File: src/rtl/gray_cnt_ctrl.sv
// Sequencing controller for a free-running Gray counter: burst, pause and single-step
// control, a checker on the returned Gray code, and a saturating wrap counter.
module gray_cnt_ctrl #(
  parameter int WIDTH = 4,
  parameter int LEN_W = 8
) (
  input  logic             i_clk,
  input  logic             rst_n,
  input  logic             i_start,
  input  logic             i_stop,
  input  logic             i_step,
  input  logic [LEN_W-1:0] i_len,
  input  logic [WIDTH-1:0] i_gray,
  output logic             o_cnt_en,
  output logic             o_cnt_clr,
  output logic             o_busy,
  output logic             o_done,
  output logic             o_err,
  output logic [LEN_W-1:0] o_wraps
);

  typedef enum logic [2:0] {
    ST_IDLE  = 3'd0,
    ST_CLEAR = 3'd1,
    ST_RUN   = 3'd2,
    ST_PAUSE = 3'd3,
    ST_DONE  = 3'd4
  } state_t;

  localparam logic [WIDTH-1:0] MAX_CODE = {1'b1, {(WIDTH-1){1'b0}}};
  localparam logic [WIDTH-1:0] ONE_W    = {{(WIDTH-1){1'b0}}, 1'b1};
  localparam logic [LEN_W-1:0] ONE_L    = {{(LEN_W-1){1'b0}}, 1'b1};
  localparam logic [LEN_W-1:0] WRAP_MAX = {LEN_W{1'b1}};

  state_t           state;
  state_t           state_d;
  logic [LEN_W-1:0] remaining;
  logic [LEN_W-1:0] remaining_d;
  logic             free;
  logic             free_d;
  logic [WIDTH-1:0] prev_gray;
  logic [WIDTH-1:0] exp_gray;
  logic             prev_en;
  logic             prev_clr;
  logic             exp_valid;
  logic             exp_valid_d;
  logic             cnt_en_d;
  logic             cnt_clr_d;
  logic             busy_d;
  logic             done_d;
  logic             err_d;
  logic [LEN_W-1:0] wraps_d;
  logic             start_new;
  logic             rem_last;
  logic             step_en;
  logic             mismatch;
  logic             wrap_seen;

  function automatic logic [WIDTH-1:0] gray2bin(input logic [WIDTH-1:0] g);
    logic [WIDTH-1:0] b;
    b[WIDTH-1] = g[WIDTH-1];
    for (int i = WIDTH - 2; i >= 0; i--) begin
      b[i] = b[i+1] ^ g[i];
    end
    return b;
  endfunction

  function automatic logic [WIDTH-1:0] bin2gray(input logic [WIDTH-1:0] b);
    return b ^ (b >> 1);
  endfunction

  // The counter registers en/clr, so i_gray this cycle reflects last cycle's command.
  always_comb begin
    exp_gray = prev_gray;
    if (prev_clr) begin
      exp_gray = '0;
    end else if (prev_en) begin
      exp_gray = bin2gray(gray2bin(prev_gray) + ONE_W);
    end
    mismatch  = exp_valid && (i_gray != exp_gray);
    wrap_seen = exp_valid && prev_en && (prev_gray == MAX_CODE) && (i_gray == '0);
  end

  always_comb begin
    state_d   = state;
    start_new = 1'b0;
    step_en   = 1'b0;
    rem_last  = o_cnt_en && !free && (remaining == ONE_L);
    case (state)
      ST_IDLE, ST_DONE: begin
        if (!i_stop && i_start) begin
          state_d   = ST_CLEAR;
          start_new = 1'b1;
        end else begin
          state_d = ST_IDLE;
        end
      end
      ST_CLEAR: state_d = i_stop ? ST_IDLE : ST_RUN;
      ST_RUN: begin
        // The enable issued this cycle still counts, so completion outranks a stop.
        if (rem_last) begin
          state_d = ST_DONE;
        end else if (i_stop) begin
          state_d = ST_PAUSE;
        end
      end
      ST_PAUSE: begin
        if (rem_last) begin
          state_d = ST_DONE;
        end else if (i_stop) begin
          state_d = ST_IDLE;
        end else if (i_start) begin
          state_d = ST_RUN;
        end else if (i_step) begin
          step_en = 1'b1;
        end
      end
      default: state_d = ST_IDLE;
    endcase

    cnt_en_d    = (state_d == ST_RUN) || step_en;
    cnt_clr_d   = (state_d == ST_CLEAR);
    busy_d      = (state_d == ST_CLEAR) || (state_d == ST_RUN) || (state_d == ST_PAUSE);
    done_d      = (state_d == ST_DONE);
    exp_valid_d = ((state_d == ST_RUN) || (state_d == ST_PAUSE) || (state_d == ST_DONE))
                  && ((state == ST_CLEAR) || exp_valid);
  end

  always_comb begin
    remaining_d = remaining;
    free_d      = free;
    err_d       = o_err;
    wraps_d     = o_wraps;
    if (start_new) begin
      remaining_d = i_len;
      free_d      = (i_len == '0);
      err_d       = 1'b0;
      wraps_d     = '0;
    end else begin
      if (o_cnt_en && !free && (remaining != '0)) begin
        remaining_d = remaining - ONE_L;
      end
      if (mismatch) begin
        err_d = 1'b1;
      end
      if (wrap_seen && (o_wraps != WRAP_MAX)) begin
        wraps_d = o_wraps + ONE_L;
      end
    end
  end

  always_ff @(posedge i_clk or posedge rst_n) begin
    if (rst_n) begin
      state <= ST_IDLE;
    end else begin
      state <= state_d;
    end
  end

  always_ff @(posedge i_clk or posedge rst_n) begin
    if (rst_n) begin
      remaining <= '0;
      free      <= 1'b0;
      prev_gray <= '0;
      prev_en   <= 1'b0;
      prev_clr  <= 1'b0;
      exp_valid <= 1'b0;
      o_cnt_en  <= 1'b0;
      o_cnt_clr <= 1'b0;
      o_busy    <= 1'b0;
      o_done    <= 1'b0;
      o_err     <= 1'b0;
      o_wraps   <= '0;
    end else begin
      remaining <= remaining_d;
      free      <= free_d;
      prev_gray <= i_gray;
      prev_en   <= o_cnt_en;
      prev_clr  <= o_cnt_clr;
      exp_valid <= exp_valid_d;
      o_cnt_en  <= cnt_en_d;
      o_cnt_clr <= cnt_clr_d;
      o_busy    <= busy_d;
      o_done    <= done_d;
      o_err     <= err_d;
      o_wraps   <= wraps_d;
    end
  end

endmodule

File: config.mk
export PLATFORM = sky130hd
export DESIGN_NAME = gray_cnt_ctrl
export DESIGN_NICKNAME = d
export VERILOG_FILES = /design/src/rtl/gray_cnt_ctrl.sv
export SDC_FILE = /design/constraint.sdc
export NUM_CORES = 1
export LEC_CHECK = 0
export BUFFER_PORTS_ARGS = -buffer_cell sky130_fd_sc_hd__buf_4
export CELL_PAD_IN_SITES_DETAIL_PLACEMENT = 1
export CELL_PAD_IN_SITES_GLOBAL_PLACEMENT = 2
export CORE_ASPECT_RATIO = 1.1
export CORE_UTILIZATION = 37
export DETAILED_ROUTE_END_ITERATION = 7
export PLACE_DENSITY_LB_ADDON = 0.2
export RECOVER_POWER = 25
export REMOVE_ABC_BUFFERS = 1
export SYNTH_ARGS = -nofsm -noshare
export SYNTH_HDL_FRONTEND = slang
export SYNTH_SLANG_ARGS = --single-unit
File: constraint.sdc
create_clock -name i_clk -period 7.24 [get_ports i_clk]
set_clock_uncertainty 0.15 [all_clocks]
set_input_delay 1.086 -clock i_clk [delete_from_list [all_inputs] [get_ports i_clk]]
set_output_delay 1.086 -clock i_clk [all_outputs]
set_load 0.005 [all_outputs]
==> results of run 1 <==
placed cells by master (no fill, tap or decap), types with 2 or more instances in the layout:
master and count:
and2_1 2, or4_1 2, a21oi_1 5, nor3_2 2, dfrtp_1 32, nand2b_1 2, mux2i_1 7, nor3b_1 3
nor3_1 2, nor4_1 6, clkbuf_1 5, inv_1 11, o21ai_0 4, o31ai_1 2, clkinv_2 2, xnor2_1 9
nor2b_1 3, ha_1 6, nand4_1 3, buf_4 24, a31oi_1 2, clkbuf_8 6, nand3_1 7, nor2_1 21
nand3b_1 3, nand2_1 18, o21ai_1 8, xor2_1 6
how the worst min path moves through the flow:
stage,startpoint,endpoint,slack [ns],depth (start not counted)
final,o_cnt_clr$_DFF_PP0_,prev_clr$_DFF_PP0_,0.25,0
after global routing,o_cnt_clr$_DFF_PP0_,prev_clr$_DFF_PP0_,0.27,0
after CTS,o_cnt_clr$_DFF_PP0_,prev_clr$_DFF_PP0_,0.26,0
after detailed placement,o_cnt_clr$_DFF_PP0_,prev_clr$_DFF_PP0_,0.25,0
after global placement,o_cnt_clr$_DFF_PP0_,prev_clr$_DFF_PP0_,0.25,0
after floorplan,o_cnt_clr$_DFF_PP0_,prev_clr$_DFF_PP0_,0.23,0
state kept, by name, indices dropped and copies added (netlist names):
name	flops
remaining	8
o_cnt_clr	1
o_wraps	8
exp_valid	1
prev_en	1
o_cnt_en	1
o_done	1
prev_clr	1
prev_gray	4
o_err	1
o_busy	1
state	3
free	1
cell type report:
type / instances / share of cell area
clock buffer: 6 / 0.0386
clock inverter: 2 / 0.00467
inverter: 11 / 0.0193
multi-input combinational: 138 / 0.435
sequential: 32 / 0.374
tap: 56 / 0.0327
timing repair buffer: 30 / 0.0964
cells by family (layout without fill, tap and decap cells):
| family | after synthesis | after routing | share of synthesized area |
|---|---|---|---|
| simple gates | 82 | 82 | 0.259 |
| buf+inv | 13 | 49 | 0.0274 |
| xor+xnor | 15 | 15 | 0.0738 |
| fa+ha+maj | 6 | 6 | 0.0422 |
| flops | 32 | 32 | 0.450 |
| mux | 7 | 7 | 0.0394 |
| compound gates | 28 | 28 | 0.109 |
stage by stage:
step           total power [mW]  cells  instance area (sq um)  hold slack (ns)  setup WS, ns
2_1_floorplan             0.417    181                   1770            0.226          4.79
3_3_place_gp              0.476    267                   2070            0.249          4.59
3_5_place_dp              0.489    267                   2070            0.255          4.53
5_1_grt                   0.677    275                   2140            0.265          4.34
6_report                  0.623    275                   2140            0.248          4.67
4_1_cts                   0.635    275                   2160            0.264          4.64
power by group:
part,switching (mW),leakage (nW),internal (mW)
Sequential,0.0534,0.405,0.224
Combinational,0.109,0.522,0.0936
Clock,0.0668,0.0510,0.0758
Total,0.229,0.979,0.393
layer usage:
| layer | wire length [um] | GRT usage | share of wire | vias up |
|---|---|---|---|---|
| met4 | 56 | 0.0694 | 0.013 | 0 |
| met2 | 2230 | 0.341 | 0.53 | 20 |
| met1 | 1780 | 0.221 | 0.43 | 715 |
| met3 | 115 | 0.0455 | 0.027 | 5 |
| met5 | 0 | 0 | 0 | - |
| li1 | - | - | - | 718 |
==> impl_summary.txt, run 1 <==
----------------------------------------------------
[Power and ir drop]
  Power density of the placed cells ... 291 nW/um^2
  Peak supply drop ... 0.000157 V
  Leakage power total ... around 0.98 nW

[Timing]
  Least-Margin Pin Slew ... ~1.7 ns
  Fin crit period ... 2.57 ns
  Period utilisation layout ... 0.355
  Max-slew headroom ... -0.148
  RSZ-0062 raised after global routing ... false
  Accumulated negative setup slack ... 0 ns
  Final setup vio count ... 0
  Pins Over Slew Limit ... 33
  Count of endpoints failing hold in the final timing report ... 0
  Maximum clock rate ... 0.389 GHz

[Detailed routing]
  Number of DRC violations after detailed routing ... 0
  Total iterations of the first detailed-routing run ... 4
  Number of DRC markers in iteration 0 ... 52
  Total number of vias ... roughly 1,500
  Via density per instance ... 5.30
  Number of nets with antenna violations after routing ... 0
  Average wire per cell in the routed design ... ~15 um
  Detailed-route wire length ... ~4.2 mm

[Worst setup path]
  Buffers & Inverters on Critical Path ... 1
  Critical path endpoint ... o_err$_DFFE_PP0P_
  Reg-to-reg slack, setup ... around 4.7 ns
  Worst reg2reg startpoint ... prev_gray[3]$_DFF_PP0_
  Delay contributed by the slowest stage of the critical path ... approximately 0.47 ns
  Worst reg-to-reg path cell count ... 8
  Category of the critical setup timing path ... register to register
  Critical Path Slowest Stage Cell ... dfrtp_1
  Critical path endpoint category ... register
  Data required time of the critical path ... about 7.3 ns
  Top Family by Delay on Critical Path ... adder cells
  Crit path arrival time ... 2.62 ns
  Most used cell, CP ... ha_1
  Max Fanout on Critical Path ... 8
  Critical register-to-register path endpoint ... o_err$_DFFE_PP0P_
  Setup crit start kind ... register
  Logic depth of the worst path, buffers included ... 8
  Critical Path, Cell by Cell ... ha_1, inv_1, ha_1, xor2_1, or4_1, a31oi_1, o21ai_0, a41oi_1
  Launch point of the worst path ... prev_gray[3]$_DFF_PP0_

[Clock tree]
  Post-CTS Setup Repair Bufs ... 0
  Depth of the CTS H-tree ... 2
  CTS tree ... done
  CTS buffer count ... 5
  Clock edge transition at the registers on the reported setup and hold paths ... about 0.070 ns
  Cell chosen for the clock root ... clkbuf_8
  Resize count post-CTS ... 0
  Post-CTS Hold Buffers ... 0
  Clock network latency to the later pin of the worst-skew pair ... between 0.2 and 0.3 ns
  Num Clock Sinks ... 32
  Max Root-Sink Buffers ... 2

[Finish]
  Inserted Diodes ... 0
  Fin nets ... roughly 240
  Layout overhead on the synthesized area ... 20.3%
  Footprint of the flip-flops and latches ... about 800 sq um
  Ratio of cells with drive above 1 in the final layout ... 0.183
  Post-route core utilization ... 0.464
  Number of fill cells ... between 500 and 600
  Area taken by multi-input logic gates ... 931 sq um

[Synth]
  Synth Cell Area ... around 1800 sq um
  Post-Syn Area per Cell ... about 9.7 sq um
  Yosys synthesis warning count ... 0
  Cell types occupying the most area after synthesis ... dfrtp_1, nor2_1, xnor2_1, ha_1, mux2i_1
  Asr flop ratio synth ... 1.00
  Top-count cell post-synth ... dfrtp_1
  Seq cells post-synth ... 32
  Count of flip-flops with a built-in enable after synthesis ... 0
  Cell type with the largest total area after synthesis ... dfrtp_1
  Prevailing post-synth register cell ... dfrtp_1
  Share of the yosys chip area belonging to registers ... 0.450
  Fraction of synthesized cell area taken by the top area cell type ... 0.450
  Post-synthesis cell count ... between 150 and 200
  Top cells by count, synth ... dfrtp_1, nor2_1, nand2_1, inv_1, xnor2_1
  Number of library cell types mapped by synthesis ... 40

[Die]
  FP Rows ... 26
  X dimension of the die ... around 70 um
  # IOs ... 30
  Height of the chip ... 74.8 um
  Die Footprint ... between 5000 and 6000 sq um
  Effective utilization at floorplan ... 0.385
  Area of the core ... 4620 sq um

[Global routing]
  Largest net degree at the start of global routing ... 33
  Vias in the first global route ... 1,516
  First-pass GRT wire length ... about 7 mm
  Total routing usage reported by global routing ... 0.192
  Initial antenna violation count ... 0
  Grt total ovfl ... 0

[Outcome]
  Run status ... finished with violations
  Failing checks ... capacitance limit, slew limit

[Place]
  Routability cong. ... approximately 0.87
  Count of input and output buffers ... 29
  HPWL Detailed ... ~3.2 mm

[Flow run]
  Reported max-cap violation count ... 1

[Hold path]
  Classification of the worst-slack hold path ... register to register

----------------------------------------------------
No activity file was read; power rests on OpenSTA's default activity.
==> run 2: changes to the inputs <==
Settings changed: CORE_UTILIZATION 37 to 34.
Clock period 7.24 ns to 2.5 ns, I/O delays scaled along.
==> impl_summary.txt, run 2 (synthesis gave the netlist of run 1 again) <==
----------------------------------------------------
[Die]
  Die Footprint ... 5530 sq um
  Height of the chip ... approximately 80 um
  FP Rows ... 27
  Effective utilization at floorplan ... 0.354
  # IOs ... 30
  X dimension of the die ... 71.0 um
  Area of the core ... approximately 5000 sq um

[Detailed routing]
  Total iterations of the first detailed-routing run ... 6
  Average wire per cell in the routed design ... 15.7 um
  Number of nets with antenna violations after routing ... 0
  Via density per instance ... around 5.3
  Number of DRC markers in iteration 0 ... 66
  Total number of vias ... 1,488
  Number of DRC violations after detailed routing ... 0
  Detailed-route wire length ... roughly 4.4 mm

[Place]
  Routability cong. ... roughly 0.82
  Count of input and output buffers ... 29
  Post-place setup slack ... ~0.013 ns
  HPWL Detailed ... 3.37 mm
  Total cell area at the placement stage ... approximately 2100 sq um

[Timing]
  Maximum clock rate ... 0.423 GHz
  Worst setup margin ... about 0.13 ns
  Count of endpoints failing hold in the final timing report ... 0
  Fin crit period ... roughly 2.4 ns
  Period utilisation layout ... 0.947
  Hold Worst Slack ... about 0.10 ns
  Max-slew headroom ... 0.649
  Final setup vio count ... 0
  Pins Over Slew Limit ... 0
  RSZ-0062 raised after global routing ... false
  Accumulated negative setup slack ... 0 ns
  Least-Margin Pin Slew ... between 0.5 and 0.6 ns

[Finish]
  Ratio of cells with drive above 1 in the final layout ... 0.211
  Fin nets ... approximately 250
  Layout overhead on the synthesized area ... 24.0%
  Area taken by multi-input logic gates ... 947 sq um
  Leading cell types in the layout, fill and taps excluded ... dfrtp_1, buf_4, nor2_1
  Final design area excluding fillers ... around 2200 sq um
  Number of fill cells ... 598
  Largest registers ... o_wraps x8, remaining x8, prev_gray x4
  Footprint of the flip-flops and latches ... 801 sq um
  Inserted Diodes ... 0
  Commonest non-fill, non-tap cell in the layout ... dfrtp_1

[Global routing]
  Vias in the first global route ... ~1,600
  Largest net degree at the start of global routing ... 21
  M3 GR Usage ... 0.0416
  First-pass GRT wire length ... between 7 and 8 mm
  Grt total ovfl ... 0
  Global routing met2 resource utilization ... 0.311
  Total routing usage reported by global routing ... 0.173
  Layer with the highest usage ... met2
  Initial antenna violation count ... 0
  Met1 usage in global routing ... 0.202

[Power and ir drop]
  Peak supply drop ... between 0.0004 and 0.0005 V
  Leakage power total ... ~1.0 nW
  Post-layout total power ... around 1.9 mW
  Power density of the placed cells ... ~840 nW/um^2

[Clock tree]
  CTS tree ... done
  Depth of the CTS H-tree ... 2
  Num Clock Sinks ... 32
  Clock network latency to the later pin of the worst-skew pair ... around 0.28 ns
  Max Root-Sink Buffers ... 2
  CTS buffer count ... 5
  Clock edge transition at the registers on the reported setup and hold paths ... roughly 0.070 ns
  Cell chosen for the clock root ... clkbuf_8

[Worst setup path]
  Data required time of the critical path ... 2.55 ns
  Crit path arrival time ... about 2.4 ns
  Setup crit start kind ... register
  Max Fanout on Critical Path ... 5
  Category of the critical setup timing path ... register to register
  Critical path endpoint category ... register

[Hold path]
  Classification of the worst-slack hold path ... primary input to register

[Flow run]
  Reported max-cap violation count ... 0

[Outcome]
  Run status ... complete, no violations

----------------------------------------------------
run 2: per-stage QoR:
stage	cells	utilization
floorplan	181	-
global placement	273	0.417
detailed placement	273	0.417
CTS	281	0.441
global route	281	0.439
finish	281	0.439
run 2: area by class of cell:
cell class,count,area share
clock buffer,7,0.0436
sequential,32,0.363
tap,58,0.0329
inverter,11,0.0187
timing repair buffer,35,0.113
multi-input combinational,138,0.429
run 2: final timing paths:
kind,startpoint,slack (ns),end,depth (start not counted)
setup / recovery,prev_gray[2]$_DFF_PP0_,0.13,o_err$_DFFE_PP0P_,9
hold / removal,i_gray[1],0.10,prev_gray[1]$_DFF_PP0_,1
setup reg to reg,prev_gray[2]$_DFF_PP0_,0.13,o_err$_DFFE_PP0P_,9
hold reg to reg,o_cnt_clr$_DFF_PP0_,0.26,prev_clr$_DFF_PP0_,0
max in group asynchronous,rst_n,0.99,o_done$_DFF_PP0_,4
min in group asynchronous,rst_n,0.54,o_wraps[0]$_DFFE_PP0P_,3
run 2: critical path, stage by stage, from the launching register on:
cell and delay, ns:
dfrtp_1 0.37, inv_1 0.05, ha_1 0.32, inv_2 0.09, ha_4 0.21, xor2_1 0.16, or4_4 0.43, a31oi_1 0.17
o21ai_0 0.11, a41oi_1 0.21
run 2: timing repair:
action | 4_1_cts | 5_1_grt
setup endpoints to repair | 1 | 1
setup buffers | 0 | 0
resized for setup | 1 | 2
pin swaps | 0 | 0
hold buffers | 1 | 0
endpoints found under the hold margin | 12 | 0
run 2: report_power, final:
part	leakage [nW]	internal [mW]	switching, mW	total (mW)
Clock	0.0503	0.245	0.187	0.432
Combinational	0.550	0.294	0.330	0.624
Sequential	0.405	0.649	0.160	0.809
run 2: routing by layer:
layer	part of all wire	vias to the layer above
met5	0	-
met4	0.0082	0
met3	0.022	6
met2	0.53	21
met1	0.44	734
li1	-	727
